--- config.mk ---
export PLATFORM = sky130hd
export DESIGN_NAME = m_fb_writer
export DESIGN_NICKNAME = d
export VERILOG_FILES = /design/src/rtl/m_fb_writer.sv
export SDC_FILE = /design/constraint.sdc
export NUM_CORES = 1
export LEC_CHECK = 0
export CORE_UTILIZATION = 42
export CTS_BUF_LIST = sky130_fd_sc_hd__clkbuf_4
export DETAILED_ROUTE_END_ITERATION = 7
export SLEW_MARGIN = 15
export SYNTH_ARGS = -nofsm -noshare
export SYNTH_HDL_FRONTEND = slang
export SYNTH_SLANG_ARGS = --single-unit
--- constraint.sdc ---
create_clock -name clock -period 7.87 [get_ports clock]
set_input_delay 1.574 -clock clock [delete_from_list [all_inputs] [get_ports clock]]
set_output_delay 1.574 -clock clock [all_outputs]
set_load 0.03 [all_outputs]
--- src/rtl/m_fb_writer.sv ---
`default_nettype none
// ============================================================================
//  Module      : m_fb_writer
//  Description : Pixel write queue between a renderer and a framebuffer port,
//                with bounds filtering, drop counting and per-frame flush.
//  Revision    : 1.0
// ============================================================================
module m_fb_writer #(
    parameter int DEPTH = 4,
    parameter int FB_W  = 160,
    parameter int FB_H  = 120
) (
    input  logic        clock,
    input  logic        reset,
    input  logic        plot_valid,
    output logic        plot_ready,
    input  logic [7:0]  plot_x,
    input  logic [6:0]  plot_y,
    input  logic [11:0] plot_color,
    input  logic        frame_done,
    output logic [14:0] mem_addr,
    output logic [11:0] mem_data,
    output logic        mem_wren,
    input  logic        mem_grant,
    output logic [7:0]  dropped_count,
    output logic        busy,
    output logic        flushed
);

    localparam int c_PTR_W = (DEPTH > 1) ? $clog2(DEPTH) : 1;
    localparam int c_CNT_W = $clog2(DEPTH) + 1;
    localparam int c_ENT_W = 27;

    localparam logic [c_CNT_W-1:0] c_DEPTH     = c_CNT_W'(DEPTH);
    localparam logic [c_PTR_W-1:0] c_PTR_LAST  = c_PTR_W'(DEPTH - 1);
    localparam logic [8:0]         c_FB_W_X    = 9'(FB_W);
    localparam logic [7:0]         c_FB_H_Y    = 8'(FB_H);
    localparam logic [14:0]        c_FB_W_ADDR = 15'(FB_W);

    localparam logic [0:0] c_ST_ACCEPT = 1'b0;
    localparam logic [0:0] c_ST_FLUSH  = 1'b1;

    logic [0:0]         r_state;
    logic [0:0]         w_state_next;
    logic               w_flush_done;
    logic [c_CNT_W-1:0] r_count;
    logic [c_PTR_W-1:0] r_head;
    logic [c_PTR_W-1:0] r_tail;
    logic [7:0]         r_dropped;
    logic               r_flushed;
    logic [c_ENT_W-1:0] r_queue [DEPTH];

    logic               w_accept;
    logic               w_in_range;
    logic               w_push;
    logic               w_pop;
    logic               w_nonempty;
    logic [14:0]        w_addr;

    assign w_nonempty = (r_count != '0);
    assign plot_ready = (r_state == c_ST_ACCEPT) && (r_count < c_DEPTH);
    assign w_accept   = plot_valid && plot_ready;
    assign w_in_range = ({1'b0, plot_x} < c_FB_W_X) && ({1'b0, plot_y} < c_FB_H_Y);
    assign w_push     = w_accept && w_in_range;

    // Full 15-bit arithmetic so the largest in-range address cannot wrap.
    assign w_addr = ({8'd0, plot_y} * c_FB_W_ADDR) + {7'd0, plot_x};

    assign mem_wren = w_nonempty && mem_grant;
    assign w_pop    = mem_wren;
    assign {mem_addr, mem_data} = r_queue[r_head];

    assign dropped_count = r_dropped;
    assign busy          = w_nonempty || (r_state == c_ST_FLUSH);
    assign flushed       = r_flushed;

    // Storage carries no reset; validity is tracked by r_count alone.
    always_ff @(posedge clock) begin
        if (w_push) begin
            r_queue[r_tail] <= {w_addr, plot_color};
        end
    end

    always_ff @(posedge clock) begin
        if (reset) begin
            r_head  <= '0;
            r_tail  <= '0;
            r_count <= '0;
        end else begin
            if (w_push) begin
                r_tail <= (r_tail == c_PTR_LAST) ? '0 : r_tail + 1'b1;
            end
            if (w_pop) begin
                r_head <= (r_head == c_PTR_LAST) ? '0 : r_head + 1'b1;
            end
            case ({w_push, w_pop})
                2'b10:   r_count <= r_count + 1'b1;
                2'b01:   r_count <= r_count - 1'b1;
                default: r_count <= r_count;
            endcase
        end
    end

    always_ff @(posedge clock) begin
        if (reset) begin
            r_dropped <= '0;
        end else if (w_accept && !w_in_range && (r_dropped != 8'hFF)) begin
            r_dropped <= r_dropped + 8'd1;
        end
    end

    always_ff @(posedge clock) begin
        if (reset) begin
            r_state   <= c_ST_ACCEPT;
            r_flushed <= 1'b0;
        end else begin
            r_state   <= w_state_next;
            r_flushed <= w_flush_done;
        end
    end

    // A frame_done seen while already flushing is ignored.
    always_comb begin
        w_state_next = r_state;
        w_flush_done = 1'b0;
        case (r_state)
            c_ST_ACCEPT: begin
                if (frame_done) begin
                    w_state_next = c_ST_FLUSH;
                end
            end
            c_ST_FLUSH: begin
                if (!w_nonempty) begin
                    w_state_next = c_ST_ACCEPT;
                    w_flush_done = 1'b1;
                end
            end
            default: begin
                w_state_next = c_ST_ACCEPT;
            end
        endcase
    end

endmodule
`default_nettype wire

==> out/qor.csv, run 1 <==
metric;value;unit
endpoints failing setup;0;
largest family of logic cells by synthesized area;multiplexers;
FP Rows;40;
Syn. warnings;0;
WS Path Type;input port to output port;
most instantiated cells after synthesis;edfxtp_1, mux4_2, ha_1, dfxtp_1, nor2_1;
Data required, critical path;6.30;ns
total CTS buffers;17;
count leader, synth;edfxtp_1;
Die Y;115;µm
post-synth top area cell;edfxtp_1;
post-CTS sizing;0;
Worst VDD drop;0.000111;V
total gr overflow;0;
Routed WL;9320;µm
number of synthesized register bits;127;
Bufs and invs on worst path;3;
H-tree depth;4;
Net count, final;446;
number of synthesized flops with an enable pin;108;
crit path cell chain;clkdlybuf4s50_1 > nand2_1 > inv_1 > clkdlybuf4s50_1;
post-route ant nets;0;
status;complete, no violations;
Final Util;53.5;%
half-perimeter wire length after placement;6010;µm
worst-margin pin slew;0.662;ns
Core Area;0.0122;mm²
n_diodes;0;
final setup TNS;0;ns
most used cell, CP;clkdlybuf4s50_1;
CP max FO;4;
clock buffer depth;2;
total number of vias;2916;
Most used DFF post-synth;edfxtp_1;
Post-Synth XOR/XNOR Area;1.90;%
Gate Count Post-Synth;307;
# fillers;1006;
Inst Count DP;540;
Post-Synth Adder-Cell Area;5.83;%
Clock Latency Late Sink;0.51;ns
die width;115;µm
layout cells sized above 1;17.7;%
largest net degree at the start of global routing;28;
Cell Count, Final, Fillers Out;570;
die footprint;0.0131;mm²
Setup Skew;0.00968;ns
placer congestion estimate;0.708;
Post-Syn Nets;362;
Mean Syn Cell Area;17.3;µm²
Slew Limit Fails;0;
CP peak stage delay;0.67;ns
ranking of synthesized cells by area;edfxtp_1, mux4_2, dfxtp_1;
Cell variety after synth;44;
Port Buf Inserts;70;
Reg area;0.00362;mm²
Total GRT Usage;15.8;%
routed length per instance;16.4;µm
area occupied by multi-input gates;0.00161;mm²
max-cap viol count;0;
vias in the first global route;2944;
TritonCTS Sinks;127;
CTS tree;yes;
FMAX;0.224;GHz
mux contribution to synthesized area;12.2;%
min cycle time layout;4.47;ns
CP max stage cell;clkdlybuf4s50_1;
Final Hold Viols;0;
postcts setup bufs;0;
period utilization;56.7;%
post-synthesis simple-gate area fraction;5.61;%
worst hold path class;flip-flop to flip-flop;
drc violations;0;
CTS Root Cell;clkbuf_4;
routed vias/inst;5.12;
Starting Density;43.8;%
sequential area share after synthesis;68.0;%
synth-to-layout area growth;22.2;%
IO Pins;71;
Synth Area in Compound Gates;4.72;%
top cell type's share of synthesized area;60.9;%
Detailed Route Iter0 Violations;177;
Leak;0.00217;µW
CTS hold repair buffers;0;
first-pass GRT wire length;15100;µm
initial antenna violation count;0;
unrepaired setup endpoints after global routing;false;
CTS clk-pin slew, worst paths;0.10;ns
1st-pass router iterations;4;
Worst Path Arrival;2.89;ns
Slew HR;55.7;%
Mapped Area;0.00533;mm²
Post-synth ARST share;0;%
critical path launch point type;input port;
CP delay by family, top;buffers and inverters;
element type at the critical path end;output port;
pwr/cell area;269;mW/mm²
==> metrics by stage <==
step	area [µm²]	hold WS (ns)	total power [µW]	worst slack, ns
after floorplan	5330	0.454	1160	4.01
after global placement	6240	0.478	1340	3.41
after detailed placement	6240	0.481	1340	3.36
after CTS	6510	0.499	1780	3.40
after global routing	6510	0.526	1840	3.33
final	6510	0.495	1750	3.40
==> power by group <==
part / switching (µW) / internal, µW / total (µW)
logic: 284 / 236 / 520
registers: 14.8 / 784 / 799
clock network: 211 / 222 / 433
total: 510 / 1240 / 1750
==> worst register-to-register path, cell delays in order (launching register included) <==
cell	delay (ns)
dfxtp_1	0.35
nor3b_1	0.31
and3_1	0.37
and2_1	0.52
buf_4	0.39
==> cell usage in the layout, fill, tap and decap left out, types with 2 or more instances in the layout <==
master / instances
nand3_1: 5
edfxtp_1: 108
inv_1: 12
dfxtp_1: 18
mux2i_1: 3
or2_2: 2
and2_1: 4
o31ai_1: 3
clkinv_1: 3
or3_1: 5
bufinv_16: 3
o21ai_0: 8
buf_4: 6
clkdlybuf4s50_1: 70
o41ai_1: 2
nor2_1: 17
fa_1: 3
clkinv_2: 4
ha_1: 20
xnor2_1: 5
nor3b_1: 2
nand2_1: 6
xor2_1: 4
or4_1: 4
mux4_2: 27
nor4_1: 2
clkbuf_4: 20
nor2b_1: 2
nand4_1: 2
a21oi_1: 14
==> final timing paths <==
kind | slack [ns] | cells after the start | startpoint | endpoint
worst min register to register | 0.50 | 2 | dropped_count[6] | dropped_count[6]
worst max-delay path | 3.40 | 4 | mem_grant | mem_wren
worst max register to register | 5.62 | 4 | r_count[2] | r_queue[1][14]
worst min-delay path | 0.50 | 2 | dropped_count[6] | dropped_count[6]
==> kinds of logic after synthesis <==
group	count (synthesis)
XOR/XNOR	10
buffers and inverters	23
AO/OA/AOI/OAI	38
adder cells (fa/ha/maj)	23
multiplexers	31
AND/OR/NAND/NOR	55
flip-flops	127
==> sequential cells by signal, indices dropped and copies added (netlist names), named ones only <==
name	count
dropped_count	8
r_state	1
r_queue	108
flushed	1
r_count	3
r_tail	2
r_head	2
==> routing by layer <==
layer  vias up  GRT usage, %  wire (µm)
met4         0          7.53        182
li1       1385             -          -
met1      1448          19.4       4080
met3        15          4.66        432
met2        68          25.9       4630
met5         -             0          0
==> cell type report <==
class                   instances  share of cell area, %
well taps                     168                   3.23
clock buffers                  20                   2.31
inverters                      12                  0.692
clock inverters                10                   1.86
flip-flops and latches        127                   55.7
multi-input cells             157                   24.8
repair buffers                 76                   11.5
No activity file was read; power rests on OpenSTA's default activity.
==> run 2, diff against run 1 <==
clock period = 4.4 ns   (was 7.87 ns; I/O delays follow)
==> run 2 against run 1 <==
Sequential share of layout area fell by 0.57 points; clock-buffer cell count is 1 lower; combinational power up 76%; register-to-register slack worse by 3.4 ns; worst hold slack worse by 0.0046 ns; die area stayed put; sequential cell count stayed put; worst setup slack got worse by 2.5 ns; power rose by 83%; critical path depth shrank 1; critical path type is now flip-flop to output port; largest cell class unchanged.
==> out/qor.csv, run 2 (synthesized netlist as in run 1, its figures left out) <==
metric;value;unit
status;complete, no violations;
FF-to-FF End;r_count[2];
layout cells sized above 1;19.0;%
worst reg2reg path depth;9;
CTS tree;yes;
FP Rows;40;
endpoints failing setup;0;
total number of vias;2897;
first-pass GRT wire length;15400;µm
Worst R2R Setup Slack;2.26;ns
drc violations;0;
max-cap viol count;0;
pwr/cell area;488;mW/mm²
post-route ant nets;0;
WS Path Type;flip-flop to output port;
Total GRT Usage;15.9;%
# fillers;1007;
crit path cell chain;buf_12 > mux4_2 > clkdlybuf4s50_1;
Leak;0.00219;µW
Clock Latency Late Sink;0.49;ns
hold-critical path depth;2;
CP max FO;14;
Slew HR;54.2;%
Finished Cell Area;0.00658;mm²
Die Y;115;µm
postcts setup bufs;0;
H-tree depth;4;
post-CTS sizing;0;
total CTS buffers;17;
final setup TNS;0;ns
min cycle time layout;3.47;ns
worst-margin pin slew;0.684;ns
routed length per instance;16.3;µm
synth-to-layout area growth;23.5;%
r2r startpoint;r_count[2];
commonest non-fill, non-tap cell in the layout;edfxtp_1;
TritonCTS Sinks;127;
worst hold path class;flip-flop to flip-flop;
total gr overflow;0;
vias in the first global route;3031;
Data required, critical path;3.52;ns
n_diodes;0;
IO Pins;71;
half-perimeter wire length after placement;6120;µm
Slew Limit Fails;0;
Worst VDD drop;0.000207;V
most frequent cells in the layout;edfxtp_1, clkdlybuf4s50_1, mux4_2;
FMAX;0.288;GHz
Detailed Route Iter0 Violations;148;
Final Util;54.1;%
1st-pass router iterations;4;
max FFs per register;108;
CTS Root Cell;clkbuf_4;
die width;115;µm
DP Area;0.00627;mm²
Worst Path Arrival;2.59;ns
Routed WL;9350;µm
Setup Skew;0.0155;ns
Starting Density;43.8;%
element type at the critical path end;output port;
period utilization;79.0;%
dpl ws;0.538;ns
critical path launch point type;flip-flop;
Core Area;0.0122;mm²
final worst setup slack;0.926;ns
placer congestion estimate;0.742;
Port Buf Inserts;70;
CP max stage cell;dfxtp_2;
min-delay src;r_head[1];
routed vias/inst;5.06;
Final Hold Viols;0;
CTS hold repair buffers;0;
clock buffer depth;2;
Net count, final;447;
CTS clk-pin slew, worst paths;0.12;ns
largest net degree at the start of global routing;28;
die footprint;0.0131;mm²
CP peak stage delay;0.70;ns
unrepaired setup endpoints after global routing;false;
Reg with most FFs;r_queue;
Tot Pwr;3210;µW
initial antenna violation count;0;
[run 2: changes by cell type in the layout (fill, tap and decap cells not counted), sizes merged]
cell / delta
buf: +1
clkinv: -1
clkinvlp: +2
clkbuf: -1
inv: +2
[run 2: layer usage]
| layer | vias up | GRT usage (%) | share of wire [%] |
|---|---|---|---|
| li1 | 1391 | - | - |
| met4 | 0 | 5.11 | 0.81 |
| met1 | 1432 | 19.8 | 46 |
| met5 | - | 0 | 0 |
| met3 | 6 | 5.29 | 4.8 |
| met2 | 68 | 26.2 | 49 |
[run 2: worst max path at each step]
stage	to	from	cells past startpoint
2_1_floorplan	r_queue[0][26]	plot_y[1]	7
3_3_place_gp	r_queue[0][26]	plot_y[1]	8
3_5_place_dp	r_queue[2][26]	plot_y[1]	8
4_1_cts	mem_data[5]	flip-flop	3
5_1_grt	mem_addr[6]	flip-flop	3
6_report	mem_addr[6]	flip-flop	3
[run 2: worst max-delay path: cells and delay by family (launching register included)]
kind / cells / cell delay [ns]
mux: 1 / 0.50
flops: 1 / 0.70
buf+inv: 2 / 0.88
[run 2: area by class of cell]
type / instances / area [µm²] / area share [%]
Clock buffer: 19 / 143 / 2.17
Clock inverter: 13 / 164 / 2.49
Inverter: 12 / 45.0 / 0.685
Multi-Input combinational cell: 157 / 1610 / 24.5
Sequential cell: 127 / 3620 / 55.1
Tap cell: 168 / 210 / 3.20
Timing Repair Buffer: 77 / 778 / 11.8
[run 2: through the flow]
step,cells,hold slack [ns]
2_1_floorplan,307,0.454
3_3_place_gp,541,0.466
3_5_place_dp,541,0.477
4_1_cts,573,0.495
5_1_grt,573,0.543
6_report,573,0.491
[run 2: power by group]
part	internal, µW	switching, µW	leakage (µW)	total, µW
Sequential	1400	56.6	0.00114	1460
Clock	410	425	0.000163	835
Combinational	431	483	0.000887	914
Total	2240	964	0.00219	3210
